--- config.mk ---
export PLATFORM = sky130hd
export DESIGN_NAME = lsb_commit_flat
export DESIGN_NICKNAME = d
export VERILOG_FILES = /design/src/rtl/lsb_commit_pkg.sv /design/src/rtl/lsb_commit_if.sv /design/src/rtl/lsb_load_ext.sv /design/src/rtl/lsb_commit.sv /design/src/flat_wrapper.sv
export SDC_FILE = /design/constraint.sdc
export NUM_CORES = 1
export LEC_CHECK = 0
export ABC_AREA = 1
export CAP_MARGIN = 20
export CORE_MARGIN = 4
export CORE_UTILIZATION = 50
export CTS_CLUSTER_DIAMETER = 150
export DETAILED_ROUTE_END_ITERATION = 8
export HOLD_SLACK_MARGIN = 0.15
export PLACE_DENSITY_LB_ADDON = 0.08
export SLEW_MARGIN = 20
export SYNTH_ARGS = -nofsm -noshare
export SYNTH_HDL_FRONTEND = slang
export SYNTH_SLANG_ARGS = --single-unit
--- constraint.sdc ---
create_clock -name clk_in -period 8.52 [get_ports clk_in]
set_input_delay 1.704 -clock clk_in [delete_from_list [all_inputs] [get_ports clk_in]]
set_output_delay 1.704 -clock clk_in [all_outputs]
set_load 0.1 [all_outputs]
--- src/rtl/lsb_commit_pkg.sv ---
// Shared definitions for the load/store buffer: funct3 codes for the memory
// ops, FSM state encoding, default widths and the entry payload layout.
package lsb_commit_pkg;

    localparam int ROB_WIDTH_DEF = 4;
    localparam int LSB_WIDTH_DEF = 3;

    // funct3 codes; stores reuse the width codes of the signed loads
    localparam logic [2:0] F3_LB  = 3'd0;
    localparam logic [2:0] F3_LH  = 3'd1;
    localparam logic [2:0] F3_LW  = 3'd2;
    localparam logic [2:0] F3_LBU = 3'd4;
    localparam logic [2:0] F3_LHU = 3'd5;
    localparam logic [2:0] F3_SB  = 3'd0;
    localparam logic [2:0] F3_SH  = 3'd1;
    localparam logic [2:0] F3_SW  = 3'd2;

    typedef enum logic [1:0] {
        IDLE   = 2'd0,
        ACCESS = 2'd1,
        WAIT   = 2'd2,
        DONE   = 2'd3
    } lsb_state_t;

    typedef struct packed {
        logic [2:0]  op;
        logic        store;
        logic [31:0] addr;
        logic [31:0] data;
    } lsb_entry_t;

    // Number of bytes moved by an op, taken from the width bits of funct3
    function automatic logic [2:0] op_bytes(input logic [2:0] op);
        case (op[1:0])
            2'b00:   return 3'd1;
            2'b01:   return 3'd2;
            default: return 3'd4;
        endcase
    endfunction

endpackage

--- src/rtl/lsb_commit_if.sv ---
// Bundle of the issue, ROB commit/result and byte-RAM signals around the
// load/store buffer. The master side is the surrounding core, the slave side
// is the buffer itself.
interface lsb_commit_if import lsb_commit_pkg::*; #(
    parameter int ROB_WIDTH = ROB_WIDTH_DEF
) ();

    logic                 clear;
    logic                 from_issue;
    logic [ROB_WIDTH-1:0] from_issue_tag;
    logic [2:0]           from_issue_op;
    logic                 from_issue_store;
    logic [31:0]          from_issue_addr;
    logic [31:0]          from_issue_data;
    logic                 from_rob;
    logic [ROB_WIDTH-1:0] from_rob_tag;
    logic [7:0]           mem_din;
    logic                 io_buffer_full;
    logic [31:0]          mem_a;
    logic [7:0]           mem_dout;
    logic                 mem_wr;
    logic                 full;
    logic                 to_rob;
    logic [ROB_WIDTH-1:0] to_rob_tag;
    logic [31:0]          to_rob_data;

    modport master (
        output clear, from_issue, from_issue_tag, from_issue_op, from_issue_store,
               from_issue_addr, from_issue_data, from_rob, from_rob_tag,
               mem_din, io_buffer_full,
        input  mem_a, mem_dout, mem_wr, full, to_rob, to_rob_tag, to_rob_data
    );

    modport slave (
        input  clear, from_issue, from_issue_tag, from_issue_op, from_issue_store,
               from_issue_addr, from_issue_data, from_rob, from_rob_tag,
               mem_din, io_buffer_full,
        output mem_a, mem_dout, mem_wr, full, to_rob, to_rob_tag, to_rob_data
    );

endinterface

--- src/rtl/lsb_load_ext.sv ---
// Sign/zero extension of the assembled load bytes according to funct3.
module lsb_load_ext import lsb_commit_pkg::*; (
    input  logic [31:0] raw,
    input  logic [2:0]  op,
    output logic [31:0] value
);

    // Select the extension for byte/half loads; words pass through
    always_comb begin
        // NOTE: every combinational output gets a default first so no path can infer a latch.
        value = raw;
        case (op)
            F3_LB:   value = {{24{raw[7]}}, raw[7:0]};
            F3_LH:   value = {{16{raw[15]}}, raw[15:0]};
            F3_LBU:  value = {24'b0, raw[7:0]};
            F3_LHU:  value = {16'b0, raw[15:0]};
            default: value = raw;
        endcase
    end

endmodule

--- src/rtl/lsb_commit.sv ---
// Load/store buffer on the responder side of the ROB commit interface.
// Ops are queued in program order at issue, executed bytewise against the RAM
// only once the ROB commits their tag, and load results are returned with the
// same tag. A clear drops every entry that has not been committed yet.
// Optional feature: define LSB_IO_STALL_EN to hold stores to IO space
// (addr[17:16] == 2'b11) while the UART buffer reports full.
module lsb_commit import lsb_commit_pkg::*; #(
    parameter int ROB_WIDTH = ROB_WIDTH_DEF,
    parameter int LSB_WIDTH = LSB_WIDTH_DEF,
    parameter int LSB_SIZE  = 2 ** LSB_WIDTH
) (
    input  logic         clk_in,
    input  logic         rst_in,
    input  logic         rdy_in,
    lsb_commit_if.slave  bus
);

    localparam logic [LSB_WIDTH:0] SIZE_CNT = (LSB_WIDTH + 1)'(LSB_SIZE);

    lsb_entry_t           entry [LSB_SIZE];
    logic [ROB_WIDTH-1:0] tag_q [LSB_SIZE];
    logic [LSB_SIZE-1:0]  committed;
    logic [LSB_WIDTH-1:0] head, tail, head_n, tail_n;
    logic [LSB_WIDTH:0]   count, ccount, count_n, ccount_n;
    logic [LSB_SIZE-1:0]  commit_hit;
    logic                 do_alloc;

    lsb_state_t           state, state_next;
    logic [1:0]           k;
    logic [31:0]          load_buf;
    logic                 k_clr, k_inc, capture, retire;

    lsb_entry_t           head_e;
    logic [2:0]           n_bytes;
    logic                 last_byte;
    logic                 io_stall;
    logic [31:0]          ext_value;

    assign head_e    = entry[head];
    assign n_bytes   = op_bytes(head_e.op);
    assign last_byte = ({1'b0, k} == n_bytes - 3'd1);

`ifdef LSB_IO_STALL_EN
    assign io_stall = head_e.store && (head_e.addr[17:16] == 2'b11) && bus.io_buffer_full;
`else
    logic unused_io_buffer_full;
    assign unused_io_buffer_full = bus.io_buffer_full;
    assign io_stall = 1'b0;
`endif

    lsb_load_ext u_load_ext (
        .raw   (load_buf),
        .op    (head_e.op),
        .value (ext_value)
    );

    // Queue bookkeeping: allocation, commit matching, retire and flush
    always_comb begin
        do_alloc   = bus.from_issue && !bus.clear && (count != SIZE_CNT);
        commit_hit = '0;
        for (int i = 0; i < LSB_SIZE; i++) begin
            if (bus.from_rob && !bus.clear && !committed[i] &&
                (tag_q[i] == bus.from_rob_tag) &&
                ({1'b0, LSB_WIDTH'(i) - head} < count)) begin
                commit_hit[i] = 1'b1;
            end
        end
        head_n = head + LSB_WIDTH'(retire);
        if (bus.clear) begin
            // committed entries form a prefix from head, so they survive intact
            tail_n   = head + ccount[LSB_WIDTH-1:0];
            count_n  = ccount - (LSB_WIDTH + 1)'(retire);
            ccount_n = ccount - (LSB_WIDTH + 1)'(retire);
        end else begin
            tail_n   = tail + LSB_WIDTH'(do_alloc);
            count_n  = count + (LSB_WIDTH + 1)'(do_alloc) - (LSB_WIDTH + 1)'(retire);
            ccount_n = ccount + (LSB_WIDTH + 1)'(|commit_hit) - (LSB_WIDTH + 1)'(retire);
        end
    end

    // Queue pointers, counters, commit flags and the registered full flag
    always_ff @(posedge clk_in) begin
        // NOTE: sequential state uses non-blocking (<=) so every flop samples pre-edge values.
        if (!rst_in) begin
            head      <= '0;
            tail      <= '0;
            count     <= '0;
            ccount    <= '0;
            committed <= '0;
            bus.full  <= 1'b0;
        end else if (rdy_in) begin
            head     <= head_n;
            tail     <= tail_n;
            count    <= count_n;
            ccount   <= ccount_n;
            bus.full <= (count_n == SIZE_CNT);
            for (int i = 0; i < LSB_SIZE; i++) begin
                if (commit_hit[i]) committed[i] <= 1'b1;
            end
            if (do_alloc) committed[tail] <= 1'b0;
        end
    end

    // Entry payload write at the tail on allocation
    always_ff @(posedge clk_in) begin
        // NOTE: payload storage has no reset; head/count decide validity, so stale contents are never used.
        if (rst_in && rdy_in && do_alloc) begin
            entry[tail] <= '{op:    bus.from_issue_op,
                             store: bus.from_issue_store,
                             addr:  bus.from_issue_addr,
                             data:  bus.from_issue_data};
            tag_q[tail] <= bus.from_issue_tag;
        end
    end

    // FSM state register
    always_ff @(posedge clk_in) begin
        if (!rst_in) state <= IDLE;
        else if (rdy_in) state <= state_next;
    end

    // Byte counter and load assembly buffer
    always_ff @(posedge clk_in) begin
        if (!rst_in) begin
            k        <= '0;
            load_buf <= '0;
        end else if (rdy_in) begin
            if (k_clr) begin
                k        <= '0;
                load_buf <= '0;
            end else if (k_inc) begin
                k <= k + 2'd1;
            end
            if (capture) load_buf[{k, 3'b000} +: 8] <= bus.mem_din;
        end
    end

    // FSM next state and RAM/result outputs
    always_comb begin
        state_next      = state;
        k_clr           = 1'b0;
        k_inc           = 1'b0;
        capture         = 1'b0;
        retire          = 1'b0;
        bus.mem_a       = '0;
        bus.mem_dout    = '0;
        bus.mem_wr      = 1'b0;
        bus.to_rob      = 1'b0;
        bus.to_rob_tag  = '0;
        bus.to_rob_data = '0;
        case (state)
            IDLE: begin
                if ((count != '0) && committed[head]) begin
                    state_next = ACCESS;
                    k_clr      = 1'b1;
                end
            end
            ACCESS: begin
                bus.mem_a = head_e.addr + {30'b0, k};
                if (head_e.store) begin
                    if (!io_stall) begin
                        bus.mem_dout = head_e.data[{k, 3'b000} +: 8];
                        bus.mem_wr   = rdy_in;
                        k_inc        = 1'b1;
                        if (last_byte) state_next = DONE;
                    end
                end else begin
                    state_next = WAIT;
                end
            end
            WAIT: begin
                capture    = 1'b1;
                k_inc      = 1'b1;
                state_next = last_byte ? DONE : ACCESS;
            end
            DONE: begin
                retire     = 1'b1;
                state_next = IDLE;
                if (!head_e.store) begin
                    bus.to_rob      = rdy_in;
                    bus.to_rob_tag  = tag_q[head];
                    bus.to_rob_data = ext_value;
                end
            end
            default: state_next = IDLE;
        endcase
    end

endmodule

--- src/flat_wrapper.sv ---
// flat-port wrapper written by rule: the top's interface ports become plain ports
module lsb_commit_flat import lsb_commit_pkg::*;
#(
    parameter int ROB_WIDTH = ROB_WIDTH_DEF,
    parameter int LSB_WIDTH = LSB_WIDTH_DEF,
    parameter int LSB_SIZE  = 2 ** LSB_WIDTH
)
  (clk_in, rst_in, rdy_in, bus_clear, bus_from_issue, bus_from_issue_tag, bus_from_issue_op, bus_from_issue_store, bus_from_issue_addr, bus_from_issue_data, bus_from_rob, bus_from_rob_tag, bus_mem_din, bus_io_buffer_full, bus_mem_a, bus_mem_dout, bus_mem_wr, bus_full, bus_to_rob, bus_to_rob_tag, bus_to_rob_data);
  lsb_commit_if #(.ROB_WIDTH(ROB_WIDTH)) bus_i ();
  input  logic clk_in;
  input  logic rst_in;
  input  logic rdy_in;
  input wire logic [$bits(bus_i.clear)-1:0] bus_clear;
  input wire logic [$bits(bus_i.from_issue)-1:0] bus_from_issue;
  input wire logic [$bits(bus_i.from_issue_tag)-1:0] bus_from_issue_tag;
  input wire logic [$bits(bus_i.from_issue_op)-1:0] bus_from_issue_op;
  input wire logic [$bits(bus_i.from_issue_store)-1:0] bus_from_issue_store;
  input wire logic [$bits(bus_i.from_issue_addr)-1:0] bus_from_issue_addr;
  input wire logic [$bits(bus_i.from_issue_data)-1:0] bus_from_issue_data;
  input wire logic [$bits(bus_i.from_rob)-1:0] bus_from_rob;
  input wire logic [$bits(bus_i.from_rob_tag)-1:0] bus_from_rob_tag;
  input wire logic [$bits(bus_i.mem_din)-1:0] bus_mem_din;
  input wire logic [$bits(bus_i.io_buffer_full)-1:0] bus_io_buffer_full;
  output wire logic [$bits(bus_i.mem_a)-1:0] bus_mem_a;
  output wire logic [$bits(bus_i.mem_dout)-1:0] bus_mem_dout;
  output wire logic [$bits(bus_i.mem_wr)-1:0] bus_mem_wr;
  output wire logic [$bits(bus_i.full)-1:0] bus_full;
  output wire logic [$bits(bus_i.to_rob)-1:0] bus_to_rob;
  output wire logic [$bits(bus_i.to_rob_tag)-1:0] bus_to_rob_tag;
  output wire logic [$bits(bus_i.to_rob_data)-1:0] bus_to_rob_data;
  assign bus_i.clear = bus_clear;
  assign bus_i.from_issue = bus_from_issue;
  assign bus_i.from_issue_tag = bus_from_issue_tag;
  assign bus_i.from_issue_op = bus_from_issue_op;
  assign bus_i.from_issue_store = bus_from_issue_store;
  assign bus_i.from_issue_addr = bus_from_issue_addr;
  assign bus_i.from_issue_data = bus_from_issue_data;
  assign bus_i.from_rob = bus_from_rob;
  assign bus_i.from_rob_tag = bus_from_rob_tag;
  assign bus_i.mem_din = bus_mem_din;
  assign bus_i.io_buffer_full = bus_io_buffer_full;
  assign bus_mem_a = bus_i.mem_a;
  assign bus_mem_dout = bus_i.mem_dout;
  assign bus_mem_wr = bus_i.mem_wr;
  assign bus_full = bus_i.full;
  assign bus_to_rob = bus_i.to_rob;
  assign bus_to_rob_tag = bus_i.to_rob_tag;
  assign bus_to_rob_data = bus_i.to_rob_data;
  lsb_commit #(.ROB_WIDTH(ROB_WIDTH), .LSB_WIDTH(LSB_WIDTH), .LSB_SIZE(LSB_SIZE)) u_core (.clk_in(clk_in), .rst_in(rst_in), .rdy_in(rdy_in), .bus(bus_i));
endmodule
==> metrics.md <==
| Metric | Value |
|---|---|
| Worst Hold End | `u_core.bus.full$_SDFFE_PN0P_` |
| Largest family of logic cells by synthesized area | `simple AND/OR/NAND/NOR gates` |
| Final Cycle Share | `0.867` |
| Grt total ovfl | `0` |
| Root Buffer | `clkbuf_16` |
| Slew Limit Fails | `0` |
| # resized after CTS | `0` |
| Iter 0 DRT Violations | `1,581` |
| Max-cap viol count | `0` |
| Die H | `247 microns` |
| Status | `finished clean` |
| Most area-consuming cells after synthesis | `edfxtp_1, nor2_1, o21ai_0, nand2_1, dfxtp_1` |
| Placer congestion estimate | `0.897` |
| Hold Buf Count CTS | `0` |
| Vias after detailed routing | `20,200` |
| Final core utilization | `0.581` |
| Synth cell types | `46` |
| Sequential Power Share | `0.505` |
| CP max FO | `slightly above 90` |
| Compound-Gate Fraction of Synth Area | `0.121` |
| Design Area, Final | `32,800 sq um` |
| Final WS setup | `1.13 ns` |
| Critical path class | `reg -> out` |
| Worst Path Arrival | `5.68 ns` |
| Average cell area after synthesis | `between 10 and 15 sq um` |
| Routed len/inst | `20.7 microns` |
| Comb power frac | `0.090` |
| Worst-Margin Slew | `around 1.1 ns` |
| IO Count | `170` |
| Die W | `247 microns` |
| Reg clk slew, reported paths | `about 0.060 ns` |
| Post-Synth XOR/XNOR Area | `0.00707` |
| Sequential-to-total area share from yosys stat | `0.650` |
| Post-route ant nets | `0` |
| Area Growth Syn to Fin | `15.0%` |
| Die ar. | `60,900 sq um` |
| Max Clk Rate | `roughly 140 MHz` |
| Setup tns final | `0 ns` |
| Mapped Nets | `approximately 2,800` |
| Switching Share | `0.240` |
| Synthesized instance count | `2,672` |
| Maximum vdd drop | `between 0.0002 and 0.00025 V` |
| Port bufs | `around 170` |
| CTS Buffer Depth | `3` |
| Static Leakage | `11.5 nW` |
| Largest net degree at the start of global routing | `130` |
| Clk sinks | `638` |
| RR Endpoint | `u_core.state[1]$_SDFFE_PN0P_` |
| RSZ-0062 raised after global routing | `no` |
| Final setup skew | `0.0217 ns` |
| Hold Startpoint | `u_core.bus.full$_SDFFE_PN0P_` |
| Overall Power | `6.86 mW` |
| CTS buffer count | `68` |
| Drc violations | `0` |
| Clock latency on the worst-skew pair | `approximately 0.60 ns` |
| Worst path required time | `6.82 ns` |
| Cell area after placement | `between 30,000 and 40,000 sq um` |
| Internal | `5.21 mW` |
| Hold Crit Class | `reg -> reg` |
| TritonCTS clock tree | `yes` |
| Initial Util | `0.506` |
| First-pass GRT wire length | `~110,000 microns` |
| Final Routed Wirelength | `between 70,000 and 80,000 microns` |
| Slew headroom | `0.280` |
| #FFs+latches synth | `638` |
| Pre-CTS WS | `1.74 ns` |
| Total of warnings raised by yosys | `0` |
| Initial antenna violation count | `11` |
| Vias in the first global route | `19,300` |
| Clk pwr share | `0.405` |
| Reg2Reg Depth | `16` |
| Dpl hpwl | `43,100 microns` |
| Synth Area in Adders | `0.0217` |
| DR pass1 iterations | `7` |
| Post CTS Setup Buffer Count | `0` |
| Psw | `~1.6 mW` |
| Total GRT Usage | `0.242` |
| Num rows | `87` |
| Final setup violating endpoints | `0` |
| Vias/cell | `5.60` |
| Tmin final | `7.39 ns` |
| Endpoint class of the critical path | `output port` |
| Multiplexer share of the synthesized area | `0` |
| Post-Synth Simple-Gate Area | `0.153` |
| Endpoints failing hold | `0` |
| Synth top area share | `0.607` |
| Mapped Area | `28,500 sq um` |
| P per Cell Area | `roughly 210 nW/um^2` |
| CP startpoint kind | `flop` |
| Placeable Area | `56,400 sq um` |
| Flop-to-flop setup slack | `4.40 ns` |
| Layout cells sized above 1 | `0.0692` |
| Dominant cell type by area after synthesis | `edfxtp_1` |
| Cell depth of the worst hold path | `2` |
| Htree depth | `3` |
| Final Net Count | `between 2,000 and 3,000` |
## power by group through the flow
stage               Combinational (mW)  Clock [mW]  Sequential [mW]
detailed placement               0.614           0             3.53
floorplan                        0.420           0             3.52
global placement                 0.603           0             3.53
CTS                              0.617        2.82             3.46
global route                     0.683        2.95             3.47
finish                           0.616        2.77             3.47
## layout make-up
| cell class | count | area, sq um |
|---|---|---|
| Tap cell | 756 | 946 |
| Fill cell | 4713 | 23600 |
| Multi-Input combinational cell | 1735 | 8660 |
| Inverter | 144 | 551 |
| Clock buffer | 85 | 1790 |
| Sequential cell | 638 | 18500 |
| Antenna cell | 5 | 12.5 |
| Timing Repair Buffer | 207 | 1990 |
| Clock inverter | 37 | 294 |
## through the flow
step | cells | hold slack, ns
after floorplan | 2672 | 0.467
after global placement | 3480 | 0.454
after CTS | 3602 | 0.469
final | 3607 | 0.466
after global routing | 3604 | 0.498
after detailed placement | 3480 | 0.460
## critical path, cell delays in order (launching register included)
cell and delay (ns):
dfxtp_4 0.85, buf_4 0.90, nand2_1 0.12, nand2_1 0.10
nand3_1 0.13, nand2_2 0.40, nand2_2 0.27, nor3_4 0.42
a21oi_2 0.06, nand2_2 0.09, nand3_4 0.31, nor2_1 0.22
clkdlybuf4s50_1 1.16
## routing by layer
layer	vias up	share of wire	GRT usage
met2	610	0.48	0.393
li1	9681	-	-
met5	-	0.00076	0
met3	117	0.058	0.0436
met1	9793	0.44	0.336
met4	10	0.023	0.0726
## synth_stat cells, drive strengths merged
cell     count
ha          43
a21oi      127
nand2      388
fa           4
o21ba        1
nor3        22
clkbuf      77
buf         78
dfxtp       62
nand3      116
a22oi        2
clkinv       4
a221oi       3
nand4       16
nand3b       1
a211oi       3
inv        140
o211ai       5
a21o         1
and2         2
xor2        12
o2111ai      7
o21a         1
nor2       490
o22ai        9
xnor2       11
or2          8
a31oi       18
o21bai       3
o221ai      64
nor3b        1
edfxtp     576
nor4         5
o21ai      372
## registers in the layout, indices dropped and copies added, names as in the netlist, named ones only
| register | count |
|---|---|
| u_core.k | 2 |
| u_core.state | 2 |
| u_core.tail | 3 |
| u_core.entry | 544 |
| u_core.count | 4 |
| u_core.head | 3 |
| u_core.tag_q | 32 |
| u_core.ccount | 4 |
| u_core.bus.full | 1 |
| u_core.committed | 8 |
| u_core.load_buf | 32 |
## worst max path at each step
stage,cells after the start,start,endpoint,slack [ns]
2_1_floorplan,7,bus_clear,u_core.entry[0][0]$_DFFE_PP_,0.35
3_3_place_gp,12,flop,bus_to_rob_data[19],1.82
3_5_place_dp,12,flop,bus_to_rob_data[18],1.74
4_1_cts,12,flop,bus_to_rob_data[18],1.09
5_1_grt,12,flop,bus_to_rob_data[17],0.73
6_report,12,flop,bus_to_rob_data[18],1.13
## cells in the final DEF (no fill, tap or decap), drive strengths merged, types with 64 or more instances in the layout
cell type / n
a21oi: 127
clkbuf: 85
clkdlybuf4s50: 168
edfxtp: 576
inv: 142
nand2: 388
nand3: 116
nor2: 490
o21ai: 372
o221ai: 64
## cells by family after synthesis
| family | count (synthesis) |
|---|---|
| AOI/OAI and AO/OA | 616 |
| adders and majority gates | 47 |
| DFF | 638 |
| xor gates and xnor gates | 23 |
| buffers and inverters | 299 |
| and+or+nand+nor | 1049 |
(Power assumes the default switching activity.)
